--- src/rtl/ir_fetch_unit_if.sv ---
// rtl/ir_fetch_unit_if.sv - program memory bus and instruction issue handshake
interface ir_fetch_unit_if #(
  parameter int ADDR_W = 8,
  parameter int DATA_W = 16,
  parameter int OPC_W  = 4
);
  logic [ADDR_W-1:0]       mem_addr;
  logic                    mem_rd;
  logic [DATA_W-1:0]       mem_data;
  logic [DATA_W-1:0]       ir;
  logic [OPC_W-1:0]        opcode;
  logic [DATA_W-OPC_W-1:0] operand;
  logic                    ir_valid;
  logic                    ir_ready;

  // fetch unit side: drives the memory request and offers the instruction
  modport master (
    output mem_addr, mem_rd, ir, opcode, operand, ir_valid,
    input  mem_data, ir_ready
  );

  // memory / execute side
  modport slave (
    input  mem_addr, mem_rd, ir, opcode, operand, ir_valid,
    output mem_data, ir_ready
  );
endinterface

--- src/rtl/ir_fetch_unit.sv ---
// rtl/ir_fetch_unit.sv - instruction fetch/issue stage behind the program counter
module ir_fetch_unit #(
  parameter int ADDR_W  = 8,
  parameter int DATA_W  = 16,
  parameter int OPC_W   = 4,
  parameter int MEM_LAT = 1
) (
  input  logic              clk,
  input  logic              ir_clr,
  input  logic [ADDR_W-1:0] pc,
  input  logic              refetch,
  ir_fetch_unit_if.master   bus,
  output logic              busy,
  output logic [7:0]        issue_cnt
);

  typedef enum logic [1:0] {IDLE, FETCH, LATCH, ISSUE} state_t;

  localparam logic [2:0] LAT_LAST = 3'(MEM_LAT - 1);

  state_t            state;
  logic [ADDR_W-1:0] last_pc;
  logic              have_pc;
  logic [2:0]        lat_cnt;
  logic              refetch_pend;
  logic              pc_moved;
  logic              trigger;

  // A fetch is due on the first edge after reset, on any pc change, or on a refetch request
  assign pc_moved = (pc != last_pc);
  assign trigger  = !have_pc | pc_moved | refetch | refetch_pend;

  assign bus.opcode  = bus.ir[DATA_W-1 -: OPC_W];
  assign bus.operand = bus.ir[DATA_W-OPC_W-1:0];
  assign busy        = (state != IDLE);

  // Fetch/issue sequencer; runs on the falling edge in step with the PC stage
  always_ff @(negedge clk or negedge ir_clr) begin
    if (!ir_clr) begin
      state        <= IDLE;
      bus.ir       <= '0;
      bus.ir_valid <= 1'b0;
      bus.mem_rd   <= 1'b0;
      bus.mem_addr <= '0;
      issue_cnt    <= 8'd0;
      last_pc      <= '0;
      have_pc      <= 1'b0;
      lat_cnt      <= 3'd0;
      refetch_pend <= 1'b0;
    end else begin
      case (state)
        IDLE: begin
          if (trigger) begin
            state        <= FETCH;
            bus.mem_addr <= pc;
            last_pc      <= pc;
            have_pc      <= 1'b1;
            bus.mem_rd   <= 1'b1;
            lat_cnt      <= 3'd0;
            refetch_pend <= 1'b0;
          end
        end
        FETCH: begin
          if (refetch) refetch_pend <= 1'b1;
          // a moving pc makes the in-flight read stale, so restart on the new address
          if (pc_moved) begin
            bus.mem_addr <= pc;
            last_pc      <= pc;
            lat_cnt      <= 3'd0;
          end else if (lat_cnt == LAT_LAST) begin
            state      <= LATCH;
            bus.mem_rd <= 1'b0;
          end else begin
            lat_cnt <= lat_cnt + 3'd1;
          end
        end
        LATCH: begin
          if (refetch) refetch_pend <= 1'b1;
          bus.ir       <= bus.mem_data;
          bus.ir_valid <= 1'b1;
          state        <= ISSUE;
        end
        ISSUE: begin
          if (bus.ir_ready) begin
            bus.ir_valid <= 1'b0;
            issue_cnt    <= issue_cnt + 8'd1;
            // go straight back to fetching if pc moved or a refetch is outstanding
            if (trigger) begin
              state        <= FETCH;
              bus.mem_addr <= pc;
              last_pc      <= pc;
              have_pc      <= 1'b1;
              bus.mem_rd   <= 1'b1;
              lat_cnt      <= 3'd0;
              refetch_pend <= 1'b0;
            end else begin
              state <= IDLE;
            end
          end else if (refetch) begin
            refetch_pend <= 1'b1;
          end
        end
        default: state <= IDLE;
      endcase
    end
  end

endmodule

--- src/flat_wrapper.sv ---
// flat-port wrapper written by rule: the top's interface ports become plain ports
module ir_fetch_unit_flat 
#(
  parameter int ADDR_W  = 8,
  parameter int DATA_W  = 16,
  parameter int OPC_W   = 4,
  parameter int MEM_LAT = 1
)
  (clk, ir_clr, pc, refetch, busy, issue_cnt, bus_mem_addr, bus_mem_rd, bus_ir, bus_opcode, bus_operand, bus_ir_valid, bus_mem_data, bus_ir_ready);
  ir_fetch_unit_if #(.ADDR_W(ADDR_W), .DATA_W(DATA_W), .OPC_W(OPC_W)) bus_i ();
  input  logic clk;
  input  logic ir_clr;
  input  logic [ADDR_W-1:0] pc;
  input  logic refetch;
  output logic busy;
  output logic [7:0] issue_cnt;
  output wire logic [$bits(bus_i.mem_addr)-1:0] bus_mem_addr;
  output wire logic [$bits(bus_i.mem_rd)-1:0] bus_mem_rd;
  output wire logic [$bits(bus_i.ir)-1:0] bus_ir;
  output wire logic [$bits(bus_i.opcode)-1:0] bus_opcode;
  output wire logic [$bits(bus_i.operand)-1:0] bus_operand;
  output wire logic [$bits(bus_i.ir_valid)-1:0] bus_ir_valid;
  input wire logic [$bits(bus_i.mem_data)-1:0] bus_mem_data;
  input wire logic [$bits(bus_i.ir_ready)-1:0] bus_ir_ready;
  assign bus_mem_addr = bus_i.mem_addr;
  assign bus_mem_rd = bus_i.mem_rd;
  assign bus_ir = bus_i.ir;
  assign bus_opcode = bus_i.opcode;
  assign bus_operand = bus_i.operand;
  assign bus_ir_valid = bus_i.ir_valid;
  assign bus_i.mem_data = bus_mem_data;
  assign bus_i.ir_ready = bus_ir_ready;
  ir_fetch_unit #(.ADDR_W(ADDR_W), .DATA_W(DATA_W), .OPC_W(OPC_W), .MEM_LAT(MEM_LAT)) u_core (.clk(clk), .ir_clr(ir_clr), .pc(pc), .refetch(refetch), .bus(bus_i), .busy(busy), .issue_cnt(issue_cnt));
endmodule
--- config.mk ---
export PLATFORM = sky130hd
export DESIGN_NAME = ir_fetch_unit_flat
export DESIGN_NICKNAME = d
export VERILOG_FILES = /design/src/rtl/ir_fetch_unit_if.sv /design/src/rtl/ir_fetch_unit.sv /design/src/flat_wrapper.sv
export SDC_FILE = /design/constraint.sdc
export NUM_CORES = 1
export LEC_CHECK = 0
export ABC_AREA = 1
export ABC_CLOCK_PERIOD_IN_PS = 4700
export CAP_MARGIN = 0
export CORE_ASPECT_RATIO = 1.2
export CORE_UTILIZATION = 47
export CTS_CLUSTER_DIAMETER = 60
export CTS_CLUSTER_SIZE = 30
export DETAILED_ROUTE_END_ITERATION = 10
export PLACE_DENSITY = 0.84
export SETUP_SLACK_MARGIN = 0.05
export SLEW_MARGIN = 5
export SYNTH_ARGS = -nofsm -noshare
export SYNTH_HDL_FRONTEND = slang
export SYNTH_SLANG_ARGS = --single-unit
--- constraint.sdc ---
create_clock -name clk -period 4.7 [get_ports clk]
set_clock_uncertainty 0.1 [all_clocks]
set_input_delay 0.705 -clock clk [delete_from_list [all_inputs] [get_ports clk]]
set_output_delay 0.705 -clock clk [all_outputs]
set_load 0.005 [all_outputs]
# After elaboration in Yosys (flattened, before gate mapping)
# Index checks and enable logic that the tools add are counted.
# word_totals
output_inout_bits	51
n_memories	0
latch_bits	0
wordCells	72
input_bits	28
mem_bits_ro	0
ff_bits	49
mem_bits_rw	0
# op_classes
div	0
multipliers	0
reduce_logical	15
eq_ne	10
shift	0
muxes	32
n_addsub	2
n_bitwise	3
magnitude_cmp	0
# ops
op	count
$pmux 8 s3	2
$mux 8	5
$mux 3	4
$mux 1	11
$pmux 3 s3	1
$add 8x1->8 const B	1
$mux 2	4
$ne 8x8->1	1
$pmux 2 s4	1
$reduce_and 4->1	2
$ne 2x1->1 const B	3
$pmux 1 s3	2
$reduce_and 2->1	3
$reduce_and 3->1	2
$reduce_bool 2->1	3
$eq 2x2->1 const B	2
$ne 2x2->1 const B	2
$pmux 1 s2	2
$add 3x1->3 const B	1
$logic_not 3->1	1
$ne 3x2->1 const B	1
$or 1x1->1	3
$reduce_bool 3->1	1
$eq 2x1->1 const B	1
3 further kinds	3

# Depth between registers and ports, before layout
# logic_depth
ltp_word	7
mapped_depth	11
depth_no_buf	11

==> out/metrics.csv <==
stage,metric,value,unit
worst_setup_path,Crit-path slowest cell,dfrtn_1,
worst_setup_path,arrival time at the worst endpoint,3700,ps
floorplanning,die area,4760,um2
floorplanning,Starting Density,0.491,
worst_setup_path,r2r setup slk,2540,ps
floorplanning,DIE HEIGHT,75.4,um
synthesis,Syn Nets,255,
hold_path,Min-Delay Path Class,reg -> reg,
worst_setup_path,worst reg2reg path depth,8,
global_route,initial antenna violation count,0,
floorplanning,FP Rows,26,
synthesis,Post-Syn Area,2110,um2
worst_setup_path,Top delay family on crit path,flip-flops,
routing,drc violations,0,
layout,Synth-to-Final Area Change,41.4,%
cts,H-tree lvl count,2,
worst_setup_path,critical-path cell list,"inv_1, ha_1, inv_1, dlygate4sd2_1",
routing,wire length per cell,11.6,um
routing,initial drt markers,81,
place,placer congestion estimate,0.826,
cts,TritonCTS clock tree,done,
cts,root cell of the clock tree,clkbuf_8,
global_route,first-pass GRT wire length,6870,um
routing,vias per inst,4.79,
cts,cts bufs inserted,5,
cts,Clock Sinks,41,
global_route,pin count of the biggest net entering global routing,42,
timing,Max-slew headroom,0.483,
worst_setup_path,Crit. End Element,output port,
global_route,Global Route Usage Sum,0.191,
cts,CTS Hold Bufs,0,
synthesis,sequential element share of the synthesized area,0.487,
job,Max-Cap Viols,0,
hold_path,Worst Hold Depth,1,
worst_setup_path,cell count along the critical path,4,
timing,Final setup violation count,0,
layout,ANT cells,0,
layout,fin nets,331,
timing,RSZ-0062 raised after global routing,no,
synthesis,Yosys reg bits,41,
power_and_ir_drop,PD cells,612,nW/um2
place,IO buf count,78,
global_route,grt ovf,0,
worst_setup_path,highest net fanout along the worst path,3,
timing,Final Hold Fails,0,
routing,vias,1686,
worst_setup_path,cell mode on critical path,inv_1,
synthesis,Yosys Warn Count,0,
worst_setup_path,critical setup path kind,reg -> out,
worst_setup_path,Crit path required time,3890,ps
place,Post-DP HPWL,3120,um
layout,share of layout cells above drive strength 1,0.135,
synthesis,"Avg Cell Area, Syn",9.58,um2
worst_setup_path,Worst Path Buf+Inv,3,
floorplanning,core area,4290,um2
global_route,number of global-route vias before repair,1544,
worst_setup_path,CP max stage delay,430,ps
power_and_ir_drop,"IR drop worst, VDD",0.282,mV
synthesis,Synth cell types,23,
timing,Final Slew Violations,0,
worst_setup_path,CP Launch Type,flop,
cts,clock slew at reported path FFs,50,ps
cts,clock buffer depth,2,
routing,first drt pass iteration count,4,
timing,hold slack,341,ps
outcome,status,"complete, no violations",
routing,Routed Antenna Nets,0,
synthesis,Mapped Cells,220,
cts,"Clk Latency, worst-skew pair",290,ps
timing,Least-Margin Pin Slew,775,ps
floorplanning,I/O pins,79,
floorplanning,Die X-Extent,63.1,um
power_and_ir_drop,Leak,0.00138,uW
layout,Util after Layout,0.694,
routing,Total Wirelength,4080,um
cells by family (layout without fill, tap and decap cells):
logic type,after synthesis,after routing,synth area share
flops,41,41,0.487
compound gates,17,17,0.0504
fa+ha+maj,7,7,0.0415
xor+xnor,15,15,0.0623
simple gates,74,74,0.150
mux,16,16,0.0855
buf+inv,50,126,0.124
final timing paths:
| check | from | to |
|---|---|---|
| setup / recovery | u_core.state[0] | busy |
| hold reg to reg | u_core.issue_cnt[7] | u_core.issue_cnt[7] |
| hold / removal | u_core.issue_cnt[7] | u_core.issue_cnt[7] |
| max in group asynchronous | ir_clr | u_core.lat_cnt[1] |
| min in group asynchronous | ir_clr | u_core.issue_cnt[5] |
| setup reg to reg | u_core.state[1] | u_core.lat_cnt[2] |
synth_stat cells, drive strengths merged:
cell type,n,area share
xnor2,8,0.033
o21ai,13,0.040
dfrtn,41,0.49
ha,7,0.042
nand2,44,0.083
buf,19,0.069
nand4,4,0.012
mux2,16,0.085
inv,31,0.055
nor3,4,0.0095
o211ai,1,0.0036
nand3,6,0.014
xor2,7,0.029
a21oi,3,0.0071
nor2,16,0.031
final cells by class:
class	count	area, um2
clock buffers	7	86.3
fillers	364	1310
inverters	31	116
multi-input cells	129	821
flip-flops and latches	41	1030
well taps	56	70.1
repair buffers	88	862
placed cells by master, fill, tap and decap left out, types with 8 or more instances in the layout:
| cell | n |
|---|---|
| buf_4 | 9 |
| dfrtn_1 | 41 |
| nand2_1 | 42 |
| nor2_1 | 14 |
| xnor2_1 | 8 |
| clkdlybuf4s50_1 | 76 |
| mux2_2 | 16 |
| inv_1 | 31 |
flip-flops by register name (all words and copies together), names as in the netlist:
name                 flops
u_core.bus.ir           16
u_core.have_pc           1
u_core.state             2
u_core.bus.mem_rd        1
u_core.last_pc           8
u_core.refetch_pend      1
u_core.lat_cnt           3
u_core.bus.ir_valid      1
u_core.issue_cnt         8
power breakdown:
group | switching [uW] | leakage, uW | internal, uW
clock | 107 | 0.0000443 | 116
sequential | 121 | 0.000483 | 512
combinational | 367 | 0.000857 | 600
per-stage QoR:
| stage | std cells | TNS (ps) | setup slack [ps] | area (um2) | total power [uW] |
|---|---|---|---|---|---|
| floorplan | 220 | 0 | 504 | 2110 | 1150 |
| global placement | 343 | 0 | 26.0 | 2880 | 1570 |
| detailed placement | 343 | -122 | -31.3 | 2880 | 1600 |
| CTS | 352 | 0 | 197 | 2980 | 1840 |
| global route | 352 | 0 | 89.9 | 2980 | 1970 |
| finish | 352 | 0 | 191 | 2980 | 1820 |
metal layers:
metal | GRT usage | up-vias | part of all wire
li1 | - | 833 | -
met3 | 0.0659 | 5 | 0.079
met5 | 0 | - | 0
met2 | 0.320 | 66 | 0.48
met4 | 0.0879 | 0 | 0.013
met1 | 0.222 | 782 | 0.42
what timing repair did:
item	4_1_cts	5_1_grt
buffers inserted	2	0
setup endpoints to repair	1	0
gates resized for setup	1	0
Note: power is estimated with default switching activity, not from simulation.
